--- config.mk ---
export PLATFORM = sky130hd
export DESIGN_NAME = count_chk_8b
export DESIGN_NICKNAME = d
export VERILOG_FILES = /design/src/rtl/count_chk_8b.sv
export SDC_FILE = /design/constraint.sdc
export NUM_CORES = 1
export LEC_CHECK = 0
export CAP_MARGIN = 20
export CORE_AREA = 4 4 78 80
export DETAILED_ROUTE_END_ITERATION = 12
export DIE_AREA = 0 0 82 84
export PLACE_DENSITY_LB_ADDON = 0.12
export SETUP_SLACK_MARGIN = 0.15
export SYNTH_ARGS = -nofsm -noshare
export SYNTH_HDL_FRONTEND = slang
export SYNTH_SLANG_ARGS = --single-unit
export TNS_END_PERCENT = 10
--- constraint.sdc ---
create_clock -name clk -period 3.37 [get_ports clk]
set_input_delay 0.337 -clock clk [delete_from_list [all_inputs] [get_ports clk]]
set_output_delay 0.337 -clock clk [all_outputs]
set_load 0.02 [all_outputs]
--- src/rtl/count_chk_8b.sv ---
// count_chk_8b: sequence checker for the 8-bit free-running counter.
// Confirms that cnt_in advances by +1 mod 256 on every enabled cycle.
// An up_rst-forced 0 is accepted as a legal value. The block reports
// wrap-arounds (pulse + tally) and sequence losses (sticky flag,
// saturating count, lock indicator).
//
// Build option: define COUNT_CHK_RESYNC_EN to let LOST relock to TRACK
// after RESYNC consecutive good samples. When it is left undefined, LOST
// is absorbing until rst. In that case lock stays low after the first
// loss, and a loss is counted at most once per reset.
module count_chk_8b #(
    parameter int RESYNC = 4,
    parameter int WRAP_W = 16
) (
    input  logic              clk,
    input  logic              rst,
    input  logic              en,
    input  logic [7:0]        cnt_in,
    input  logic              up_rst,
    input  logic              clr_err,
    output logic              lock,
    output logic              wrap,
    output logic [WRAP_W-1:0] wrap_cnt,
    output logic              err,
    output logic [7:0]        err_cnt
);

    typedef enum logic [1:0] {
        ST_INIT  = 2'd0,
        ST_TRACK = 2'd1,
        ST_LOST  = 2'd2
    } state_t;

    // good_run is only 4 bits wide, so the relock threshold must fit in it.
    generate
        if (RESYNC < 2 || RESYNC > 15) begin : g_bad_resync
            $error("count_chk_8b: RESYNC must be in 2..15");
        end
    endgenerate

    state_t     state;
    logic [7:0] prev;
    logic [7:0] exp_val;
    logic       match;
    logic       wrap_hit;

`ifdef COUNT_CHK_RESYNC_EN
    localparam logic [3:0] RELOCK_AT = 4'(RESYNC - 1);
    logic [3:0] good_run;
`endif

    // While up_rst is high the counter is held at 0. Otherwise it must step by one.
    assign exp_val  = up_rst ? 8'd0 : prev + 8'd1;
    assign match    = (cnt_in == exp_val);
    // A genuine roll-over only. A forced 0 after 255 is not counted.
    assign wrap_hit = match && (prev == 8'hFF) && !up_rst;

    // Checker FSM, sample history and all registered outputs.
    always_ff @(posedge clk or negedge rst) begin
        if (!rst) begin
            state    <= ST_INIT;
            prev     <= 8'd0;
            lock     <= 1'b0;
            wrap     <= 1'b0;
            wrap_cnt <= '0;
            err      <= 1'b0;
            err_cnt  <= 8'd0;
`ifdef COUNT_CHK_RESYNC_EN
            good_run <= 4'd0;
`endif
        end else begin
            wrap <= 1'b0;

            // NOTE: the clear is scheduled first so that a loss on the same edge,
            // assigned further down, overrides it (the last non-blocking write wins).
            if (clr_err) begin
                err     <= 1'b0;
                err_cnt <= 8'd0;
            end

            if (en) begin
                prev <= cnt_in;

                case (state)
                    ST_INIT: begin
                        state <= ST_TRACK;
                        lock  <= 1'b1;
                    end

                    ST_TRACK: begin
                        if (match) begin
                            if (wrap_hit) begin
                                wrap     <= 1'b1;
                                wrap_cnt <= wrap_cnt + WRAP_W'(1);
                            end
                        end else begin
                            state   <= ST_LOST;
                            lock    <= 1'b0;
                            err     <= 1'b1;
                            err_cnt <= clr_err ? 8'd1 :
                                       (err_cnt == 8'hFF) ? 8'hFF : err_cnt + 8'd1;
`ifdef COUNT_CHK_RESYNC_EN
                            good_run <= 4'd0;
`endif
                        end
                    end

                    ST_LOST: begin
`ifdef COUNT_CHK_RESYNC_EN
                        if (match) begin
                            if (good_run == RELOCK_AT) begin
                                state    <= ST_TRACK;
                                lock     <= 1'b1;
                                good_run <= 4'd0;
                            end else begin
                                good_run <= good_run + 4'd1;
                            end
                        end else begin
                            good_run <= 4'd0;
                        end
`else
                        state <= ST_LOST;
`endif
                    end

                    default: begin
                        state <= ST_INIT;
                        lock  <= 1'b0;
                    end
                endcase
            end
        end
    end

endmodule

==> results.md <==
- Crit end category: flop
- Full die area: slightly below 7000 sq um
- Vias in the first global route: around 1,600
- NetSw: between 300 and 400 uW
- Peak supply drop: about 240 uV
- Mapped cell area: 2120 sq um
- Power Dens Cells: 407 nW/um^2
- Hold/Removal Path Class: in2async
- Dpl cells: 313
- Setup Buffers After CTS: 0
- Port Buffers: 39
- Share of flip-flops with an asynchronous set or reset: 100%
- Final core utilization: between 40 and 50%
- Sink Count: 37
- Synth area leader: dfrtp_1
- Share of layout cells above drive strength 1: roughly an eighth
- Max FO, Critical Path: 18
- HPWL after DPL: ~3200 um
- Arrival @ worst endpoint: 2.92 ns
- Initial antenna violation count: 0
- CP Launch Type: flop
- Reg area: slightly above 900 sq um
- Routed len/inst: 13.6 um
- Hold-fix buffers, CTS: 0
- CTS tree: yes
- Clk Latency, worst-skew pair: about 0.28 ns
- Worst Tran Pin Value: a little over 0.8 ns
- Detail Route Antenna Nets: 0
- Clock H-tree levels: 2
- Max-slew violation count: 0
- Crit Reg-Reg Startpoint: prev[0]
- Synthesized instance count: approximately 210
- Initial Util: 39.2%
- Max cap viols: 0
- Logic pwr share: a little over a fifth
- GRT Total Usage: 13.9%
- Final WL: approximately 4400 um
- Root buf cell: clkbuf_8
- Placed Area: around 2600 sq um
- CP startpoint: prev[0]
- Multi-input logic area: 1120 sq um
- Largest net degree at the start of global routing: 38
- Ports: 40
- Clock Pin Slew Worst Setup and Hold Paths: approximately 0.070 ns
- Internal power: approximately 800 uW
- Seq cells post-synth: 37
- Core footprint: 5410 sq um
- Area Overhead vs Synth: 26.3%
- Seq pwr share: 47.1%
- Setup_tns: 0 ns
- Via/cell ratio: roughly 5
- Grt ovf: 0
- Outcome: complete, no violations
- Resized Gates After CTS: 0
- Die Y: 84 um
- Row count: 27
- Final Cell Area: between 2000 and 3000 sq um
- EDFF count, synth: 0
- Mapped Nets: 226
- Crit path time final: between 2 and 3 ns
- Cts bufs inserted: 5
- Routed vias: roughly 1,600
- Drc violations: 0
- Final GP Congestion: between 0.7 and 0.8
- Yosys warns: 0
- Finished Layout Cells: between 300 and 400
- WS Path Type: reg2reg
- Antenna fix cells: 0
- Area fraction of the dominant cell type after synthesis: 43.7%
- First-pass GRT wire length: 7510 um
- Detailed Route Iter0 Violations: 73
- # fillers: roughly 530
- Setup repair after global routing missed its margin: no
- Register area share after synthesis: between 40% and 50%
- Final hold vios: 0
- Clock skew: between 0.003 and 0.004 ns
- Layout Nets: between 200 and 300
- Leak: approximately 1.2 nW
- Top FF cell, synth: dfrtp_1
- Period utilisation layout: between 80% and 90%
- Clock power frac: just over 30%
- Clk buf depth: 2
- Synth cell types: 47
- Count of final setup violators: 0
- Fmax: ~0.36 GHz
- Most area-consuming cells after synthesis: dfrtp_1 44%, xor2_1 7.4%, mux2_2 4.8%
- Drt first pass iters: 4
- Crit path required time: approximately 3.5 ns
- Worst relative slew slack: between 40% and 50%
- Sw Share: between 20 and 30%
- Synthesized area per cell: approximately 10 sq um
- Die X: a little over 80 um
[cell usage after synthesis, types with 4 or more instances]
cell type	n
mux2i_1	4
dfrtp_1	37
mux2_2	9
nand2_1	14
ha_1	6
xor2_1	18
inv_1	8
a21oi_1	4
o21ai_0	5
nor3_1	12
nand3_1	12
nor2_1	13
and3_1	6
[critical path, cell delays in order (launching register included)]
cell,delay [ns]
dfrtp_1,0.42
ha_1,0.20
nand3_1,0.19
o21a_1,0.26
o211ai_1,0.21
o32ai_2,0.11
o211ai_2,0.63
nand2_1,0.23
o41ai_1,0.39
[cell type report]
type | instances | share of cell area [%]
flip-flops and latches | 37 | 34.6
multi-input cells | 153 | 41.8
inverters | 9 | 1.26
well taps | 72 | 3.36
clock buffers | 7 | 3.60
clock inverters | 1 | 0.187
repair buffers | 42 | 15.2
[power by group through the flow]
stage / Combinational [mW] / Sequential, mW / Clock, mW
after CTS: 0.244 / 0.514 / 0.357
after detailed placement: 0.244 / 0.523 / 0
final: 0.238 / 0.513 / 0.340
after global placement: 0.238 / 0.522 / 0
after global routing: 0.266 / 0.519 / 0.374
after floorplan: 0.136 / 0.538 / 0
[worst paths after layout]
kind | depth (start not counted) | to | slack [ns]
max | 8 | err_cnt[6] | 0.62
max in group asynchronous | 1 | wrap_cnt[1] | 2.72
min | 1 | prev[2] | 0.14
min reg2reg | 1 | wrap_cnt[15] | 0.47
max reg2reg | 8 | err_cnt[6] | 0.62
min in group clk | 1 | wrap_cnt[15] | 0.47
[cells in the final DEF, fill, tap and decap left out, types with 3 or more instances in the layout]
cell | netlist | routed
mux2i_1 | 4 | 4
clkbuf_8 | 0 | 7
inv_1 | 8 | 8
xor2_1 | 18 | 18
clkdlybuf4s50_1 | 0 | 38
a41o_1 | 3 | 3
dfrtp_1 | 37 | 37
a21oi_1 | 4 | 4
nor2b_1 | 3 | 3
and2_1 | 3 | 3
mux2_2 | 9 | 9
nand2b_1 | 3 | 3
and3_1 | 6 | 6
and4_1 | 3 | 3
o21ai_0 | 5 | 5
ha_1 | 6 | 6
xnor2_1 | 3 | 3
nand3_1 | 12 | 12
buf_4 | 0 | 3
nor3_1 | 12 | 12
nand2_1 | 14 | 14
nor4_2 | 3 | 3
nor2_1 | 13 | 13
[flip-flops by register name, indices dropped and copies added (netlist names)]
register  flops
wrap_cnt     16
err           1
prev          8
wrap          1
err_cnt       8
lock          1
state         2
[per-layer routing]
layer | part of all wire, % | vias up | global-route usage, %
li1 | - | 832 | -
met1 | 49 | 777 | 19.3
met2 | 45 | 27 | 21.0
met3 | 4.5 | 5 | 3.56
met4 | 1.4 | 0 | 4.08
met5 | 0 | - | 0
[cell families after synthesis]
family,Yosys count,share of synthesized area [%]
AOI/OAI and AO/OA,30,10.6
and+or+nand+nor,81,21.7
DFF,37,43.7
muxes,14,7.20
xor gates and xnor gates,22,9.73
buffers and inverters,17,3.54
adders and majority gates,6,3.54
[through the flow]
step / total power [mW] / setup WS [ns] / hold WS [ns]
after floorplan: 0.674 / 1.15 / 0.0414
after global placement: 0.760 / 0.492 / 0.458
after detailed placement: 0.767 / 0.411 / 0.462
after CTS: 1.12 / 0.588 / 0.175
after global routing: 1.16 / 0.335 / 0.205
final: 1.09 / 0.617 / 0.140
No activity file was read; power rests on OpenSTA's default activity.
